File: config.mk
export PLATFORM = sky130hd
export DESIGN_NAME = ifetch_unit_flat
export DESIGN_NICKNAME = d
export VERILOG_FILES = /design/src/rtl/ifetch_unit_if.sv /design/src/rtl/ifetch_unit.sv /design/src/flat_wrapper.sv
export SDC_FILE = /design/constraint.sdc
export NUM_CORES = 1
export LEC_CHECK = 0
export CAP_MARGIN = 20
export CORE_MARGIN = 2
export CORE_UTILIZATION = 49
export DETAILED_ROUTE_END_ITERATION = 10
export GPL_TIMING_DRIVEN = 0
export MAX_ROUTING_LAYER = met4
export PLACE_DENSITY = 0.94
export SYNTH_ARGS = -nofsm -noshare
export SYNTH_HDL_FRONTEND = slang
export SYNTH_SLANG_ARGS = --single-unit
export TNS_END_PERCENT = 30
File: constraint.sdc
create_clock -name clk -period 3.35 [get_ports clk]
set_input_delay 1.005 -clock clk [delete_from_list [all_inputs] [get_ports clk]]
set_output_delay 1.005 -clock clk [all_outputs]
set_load 0.02 [all_outputs]
File: src/rtl/ifetch_unit_if.sv
// Fetch-unit bus: PC register link, instruction-memory handshake and decode handshake.
// master = fetch unit side, slave = PC register / memory / decode side.
interface ifetch_unit_if;
    logic        pc_en;
    logic [31:0] pc;
    logic        redirect;
    logic        mem_req;
    logic [31:0] mem_addr;
    logic        mem_ack;
    logic [31:0] mem_rdata;
    logic        inst_valid;
    logic [31:0] inst;
    logic [31:0] inst_pc;
    logic        inst_ready;
    logic        fetch_err;

    modport master (
        input  pc, redirect, mem_ack, mem_rdata, inst_ready,
        output pc_en, mem_req, mem_addr, inst_valid, inst, inst_pc, fetch_err
    );

    modport slave (
        output pc, redirect, mem_ack, mem_rdata, inst_ready,
        input  pc_en, mem_req, mem_addr, inst_valid, inst, inst_pc, fetch_err
    );
endinterface

File: src/rtl/ifetch_unit.sv
// Instruction fetch unit: reads PC, issues word reads to instruction memory,
// buffers one instruction for decode, and handles redirects and fetch errors.
module ifetch_unit #(
    parameter int unsigned MAX_WAIT = 255,
    parameter int unsigned CNT_W    = 16
) (
    input  logic          clk,
    input  logic          rst,
    ifetch_unit_if.master bus
);

    typedef enum logic [2:0] {
        IDLE,
        FETCH,
        HOLD,
        DISCARD,
        ERR
    } state_t;

    localparam logic [CNT_W-1:0] WAIT_LAST = CNT_W'(MAX_WAIT - 1);

    state_t           state;
    logic             mem_req;
    logic [31:0]      mem_addr;
    logic             inst_valid;
    logic [31:0]      inst;
    logic [31:0]      inst_pc;
    logic             fetch_err;
    logic [CNT_W-1:0] wait_cnt;

    logic pc_aligned;
    logic fetch_done;

    assign pc_aligned = (bus.pc[1:0] == 2'b00);
    // A fetch only completes when no redirect competes with the ack.
    assign fetch_done = (state == FETCH) && bus.mem_ack && !bus.redirect;

    always_ff @(posedge clk or negedge rst) begin
        if (!rst) begin
            state      <= IDLE;
            mem_req    <= 1'b0;
            mem_addr   <= '0;
            inst_valid <= 1'b0;
            inst       <= '0;
            inst_pc    <= '0;
            fetch_err  <= 1'b0;
            wait_cnt   <= '0;
        end else begin
            case (state)
                IDLE: begin
                    if (bus.redirect) begin
                        inst_valid <= 1'b0;
                        fetch_err  <= 1'b0;
                    end else if (!pc_aligned) begin
                        fetch_err <= 1'b1;
                        state     <= ERR;
                    end else begin
                        mem_addr <= bus.pc;
                        mem_req  <= 1'b1;
                        wait_cnt <= '0;
                        state    <= FETCH;
                    end
                end

                FETCH: begin
                    if (bus.mem_ack) begin
                        mem_req <= 1'b0;
                        if (bus.redirect) begin
                            state <= IDLE;
                        end else begin
                            inst       <= bus.mem_rdata;
                            inst_pc    <= mem_addr;
                            inst_valid <= 1'b1;
                            state      <= HOLD;
                        end
                    end else if (bus.redirect) begin
                        state <= DISCARD;
                    end else if (wait_cnt == WAIT_LAST) begin
                        mem_req   <= 1'b0;
                        fetch_err <= 1'b1;
                        state     <= ERR;
                    end else begin
                        wait_cnt <= wait_cnt + CNT_W'(1);
                    end
                end

                HOLD: begin
                    if (bus.redirect) begin
                        inst_valid <= 1'b0;
                        fetch_err  <= 1'b0;
                        state      <= IDLE;
                    end else if (bus.inst_ready) begin
                        inst_valid <= 1'b0;
                        // PC already advanced on the ack edge, so pc is the next word.
                        if (pc_aligned) begin
                            mem_addr <= bus.pc;
                            mem_req  <= 1'b1;
                            wait_cnt <= '0;
                            state    <= FETCH;
                        end else begin
                            fetch_err <= 1'b1;
                            state     <= ERR;
                        end
                    end
                end

                DISCARD: begin
                    if (bus.mem_ack) begin
                        mem_req <= 1'b0;
                        state   <= IDLE;
                    end
                end

                ERR: begin
                    if (bus.redirect) begin
                        inst_valid <= 1'b0;
                        fetch_err  <= 1'b0;
                        state      <= IDLE;
                    end
                end

                default: begin
                    mem_req    <= 1'b0;
                    inst_valid <= 1'b0;
                    state      <= IDLE;
                end
            endcase
        end
    end

    assign bus.pc_en      = fetch_done;
    assign bus.mem_req    = mem_req;
    assign bus.mem_addr   = mem_addr;
    assign bus.inst_valid = inst_valid;
    assign bus.inst       = inst;
    assign bus.inst_pc    = inst_pc;
    assign bus.fetch_err  = fetch_err;

endmodule
File: src/flat_wrapper.sv
// flat-port wrapper written by rule: the top's interface ports become plain ports
module ifetch_unit_flat 
#(
    parameter int unsigned MAX_WAIT = 255,
    parameter int unsigned CNT_W    = 16
)
  (clk, rst, bus_pc, bus_redirect, bus_mem_ack, bus_mem_rdata, bus_inst_ready, bus_pc_en, bus_mem_req, bus_mem_addr, bus_inst_valid, bus_inst, bus_inst_pc, bus_fetch_err);
  ifetch_unit_if bus_i ();
  input  logic clk;
  input  logic rst;
  input wire logic [$bits(bus_i.pc)-1:0] bus_pc;
  input wire logic [$bits(bus_i.redirect)-1:0] bus_redirect;
  input wire logic [$bits(bus_i.mem_ack)-1:0] bus_mem_ack;
  input wire logic [$bits(bus_i.mem_rdata)-1:0] bus_mem_rdata;
  input wire logic [$bits(bus_i.inst_ready)-1:0] bus_inst_ready;
  output wire logic [$bits(bus_i.pc_en)-1:0] bus_pc_en;
  output wire logic [$bits(bus_i.mem_req)-1:0] bus_mem_req;
  output wire logic [$bits(bus_i.mem_addr)-1:0] bus_mem_addr;
  output wire logic [$bits(bus_i.inst_valid)-1:0] bus_inst_valid;
  output wire logic [$bits(bus_i.inst)-1:0] bus_inst;
  output wire logic [$bits(bus_i.inst_pc)-1:0] bus_inst_pc;
  output wire logic [$bits(bus_i.fetch_err)-1:0] bus_fetch_err;
  assign bus_i.pc = bus_pc;
  assign bus_i.redirect = bus_redirect;
  assign bus_i.mem_ack = bus_mem_ack;
  assign bus_i.mem_rdata = bus_mem_rdata;
  assign bus_i.inst_ready = bus_inst_ready;
  assign bus_pc_en = bus_i.pc_en;
  assign bus_mem_req = bus_i.mem_req;
  assign bus_mem_addr = bus_i.mem_addr;
  assign bus_inst_valid = bus_i.inst_valid;
  assign bus_inst = bus_i.inst;
  assign bus_inst_pc = bus_i.inst_pc;
  assign bus_fetch_err = bus_i.fetch_err;
  ifetch_unit #(.MAX_WAIT(MAX_WAIT), .CNT_W(CNT_W)) u_core (.clk(clk), .rst(rst), .bus(bus_i));
endmodule
Word level (Yosys, flattened, before mapping)

Cells that the tools add are included.

Register bits after elaboration: 118
Bits in latches: 0
Memory bits (writable): 0
Memory bits (read-only): 0
Input bits: 69
Output and inout bits: 100
Word-level logic and storage cells: 95
Memories: 0

Add/sub/neg operators: 1
Multiply operators: 0
Divide/modulo/power cells: 0
$lt $le $gt $ge: 0
Equality and inequality tests: 20
Shifts and indexed selects: 0
Mux-type cells: 47
Bitwise logic cells: 3
Reductions and logical operators: 16

Operators by type and width:

| kind                                                              | count |
|---|---|
| 32-bit 2-to-1 mux                                                 | 4 |
| 16-bit 2-to-1 mux                                                 | 7 |
| 32-bit case mux with 2 select lines                               | 1 |
| 16-bit case mux with 3 select lines                               | 1 |
| 3-bit 2-to-1 mux                                                  | 9 |
| 1-bit 2-to-1 mux                                                  | 20 |
| 2-bit != test (second input constant)                             | 10 |
| 16-bit by 1-bit adder with 16-bit output (second input constant)  | 1 |
| 16-bit by 8-bit == test with 1-bit output (second input constant) | 1 |
| 3-bit case mux with 5 select lines                                | 1 |
| 7-bit AND reduction                                               | 2 |
| 5-bit AND reduction                                               | 2 |
| 3-bit != test (second input constant)                             | 3 |
| 1-bit case mux with 4 select lines                                | 2 |
| 3-bit by 2-bit == test with 1-bit output (second input constant)  | 2 |
| 6-bit AND reduction                                               | 1 |
| 1-bit case mux with 5 select lines                                | 1 |
| 4-bit != test (second input constant)                             | 1 |
| 4-bit AND reduction                                               | 1 |
| 4-bit nonzero test                                                | 1 |
| 3-bit by 1-bit == test with 1-bit output (second input constant)  | 1 |
| 3-bit == test (second input constant)                             | 1 |
| 3-bit logical NOT                                                 | 1 |
| 1-bit inverter                                                    | 3 |
| other kinds (9)                                                   | 10 |

Longest topological paths before layout

Depth after elaboration: 5
Gate-level depth with buffers: 8
Gate-level depth less buffers: 7

Worst setup path before layout

OpenSTA, ideal clock, no wires.

Path kind: input to output
Start point: input port bus_mem_ack
End point: output port bus_pc_en
Arrival: 1929 ps
Data required time: 2345 ps
Path slack: 416 ps
Cell stages on the path: 3
Cell sequence: clkbuf_1 -> inv_1 -> nor3_1

Cells in the longest elaborated chain, start to end: 2

Ends and longest elaborated chain:

| item                           | RTL line           | RTL |
|---|---|---|
| from (decl)                    | flat_wrapper.sv:13 | `input wire logic [$bits(bus_i.mem_ack)-1:0] bus_mem_ack;` |
| 1-bit logical AND (2 in a row) | ifetch_unit.sv:36  | `assign fetch_done = (state == FETCH) && bus.mem_ack && !bus.redirect;` |
| to (decl)                      | flat_wrapper.sv:16 | `output wire logic [$bits(bus_i.pc_en)-1:0] bus_pc_en;` |

Every way passes these cells.

Worst setup path after layout

Ends and elaborated chain as after synthesis.

==> run metrics <==
Synth Area per Inst 13.45 um2; register area share after synthesis 58.85%; share of post-route cells with drive strength above 1 25.78%; EDFF count, synth 0; Std-Cell Core Area 9864 um2; data arrival time of the worst path 2.26 ns; routed vias/inst 5.757; Area Growth Syn to Fin 48.90%; top_reg_cell synth dfrtp_1; # setup viols final 0; slew of the pin with the lowest slew margin 0.6391 ns; Sink Count 118; Lkg Pwr 3.229 nW; WS Path Type input pin to output pin; ANT cells 0; crit share post-route 97.49%; CP Max Fanout 8; register area 2953 um2; yosys warns 0; Hold/Removal Path Class input pin to asynchronous set/reset pin; total power of the final layout 7.192 mW; DRT Pass-1 Iters 5; clk buf depth 2; fin area 7471 um2; max cap viols 0; gpl congestion 0.8969; Startpoint Class input pin; die width 105.2 um; Post-Route Utilization 75.74%; largest net degree at the start of global routing 70; required time worst endpoint 2.34 ns; H-tree depth 4; final worst slack 0.08415 ns; worst setup path startpoint bus_mem_ack; Synth Instances 373; fin. max-slew vios 0; Nets 635; reg2reg setup slack 0.94 ns; CP Capture Type output pin; final hold viol count 0; Distinct cells, synth 52; status complete, no violations; asr flop ratio synth 100.0%; Starting Density 50.86%; clock latency on the worst-skew pair 0.53 ns; clock root cell clkbuf_8; wire length per cell 21.48 um; grt total ovfl 0; Antenna Violating Nets Remaining 0; Detailed Place HPWL 9744 um; commonest cells after routing, fill and taps aside clkdlybuf4s50_1, dfrtp_1, mux2_2, nor2_1, clkbuf_16; DR DRC count 0; filler instances 534; clk slew on worst S/H paths 0.05 ns; final WL 15,180 um; VDD IR max 0.4841 mV; relative slew slack 57.39%; syn_nets 447; Total GRT Usage 29.14%; first-pass GRT wire length 23,850 um; Worst Skew 0.008761 ns; Buffers on Ports 168; post-CTS setup buffers 0; die area 11,060 um2; 1st-iter DRT viols 429; commonest non-fill, non-tap cell in the layout clkdlybuf4s50_1; CTS Buf Count 17; Power Density 962.7 nW/um2; # IOs 169; row count 36; fmax 306.2 MHz; CTS tree yes; antenna violations before repair 0; Post-Synthesis Cell Area 5017 um2; worst r2r src u_core.wait_cnt[11]; FF+latch count, synth 118; Die Height 105.2 um; Place WS -0.5727 ns; Area after DPL 6890 um2; vias in the first global route 4,219; via count 4,070; Final Critical Period 3.266 ns; multi-input logic area 1949 um2; RSZ-0062 raised after global routing false
[Yosys cell counts (2+ instances only)]
library cell,n,area [um2]
a211oi_1,2,15.01
a21o_1,3,22.52
a21oi_1,3,15.01
a31oi_1,3,18.77
a32o_1,2,20.02
a32oi_1,2,17.52
and2_1,3,18.77
and3_1,3,18.77
buf_2,11,55.05
clkbuf_1,7,26.28
dfrtp_1,118,2953
ha_1,5,62.56
inv_1,4,15.01
mux2_2,96,1081
mux2i_1,2,20.02
nand2_1,11,41.29
nand3_1,13,65.06
nand4_1,5,31.28
nor2_1,18,67.56
nor2b_1,3,18.77
nor3_1,7,35.03
o21ai_0,8,40.04
o21ai_1,7,35.03
o31ai_1,6,45.04
o41ai_2,2,32.53
or3_1,3,18.77
[cell families after synthesis]
logic type	share of synthesized area [%]
compound gates	6.958
fa+ha+maj	1.247
buf+inv	2.294
flops	58.85
mux	21.95
simple gates	8.704
[state kept, by name, summed over array words and instances (netlist names)]
register               flops
u_core.bus.mem_addr       32
u_core.wait_cnt           16
u_core.state               3
u_core.bus.mem_req         1
u_core.bus.inst_valid      1
u_core.bus.inst_pc        32
u_core.bus.fetch_err       1
u_core.bus.inst           32
[final cells by class]
cell class,count,area share (%)
buffer,20,1.390
tap,133,2.227
clock buffer,23,6.113
sequential,118,39.52
multi-input combinational,231,26.09
timing repair buffer,169,22.78
clock inverter,9,1.675
inverter,4,0.2010
[worst paths after layout]
kind | end | cells after the start
max | bus_pc_en | 5
min | u_core.bus.inst_pc[5] | 1
max reg2reg | u_core.wait_cnt[9] | 7
min reg2reg | u_core.bus.mem_req | 1
max in group asynchronous | u_core.bus.inst[19] | 2
min in group clk | u_core.bus.mem_req | 1
[power breakdown]
group | internal (mW) | switching (mW) | leakage (nW)
clock | 1.17 | 0.654 | 0.282
sequential | 1.99 | 0.422 | 1.50
combinational | 1.52 | 1.44 | 1.45
total | 4.68 | 2.51 | 3.23
[metrics by stage]
stage               cells  TNS, ns  hold WS [ns]
floorplan             373        0        0.4710
global placement      674  -360.36        0.4819
detailed placement    675  -0.5961        0.4848
CTS                   707        0        0.5020
global route          707        0        0.5208
finish                707        0        0.4954
[layer usage]
layer  up-vias  track usage, %  wire (um)
met1      2040           32.43       5713
met2       245           49.12       7942
met5         -               -          0
li1       1742               -          -
met4         0           9.238        350
met3        43           10.17       1177
[worst max-delay path, cell delays in order]
cell,delay [ns]
clkdlybuf4s50_1,0.51
clkbuf_4,0.22
inv_1,0.12
nor3_1,0.21
buf_2,0.20
[timing repair]
action | 4_1_cts | 5_1_grt
gates resized for setup | 7 | 0
setup endpoints to repair | 1 | 0
hold buffers | 0 | 0
hold endpoints to repair | 0 | 0
Power figures use the tool's default switching activity.
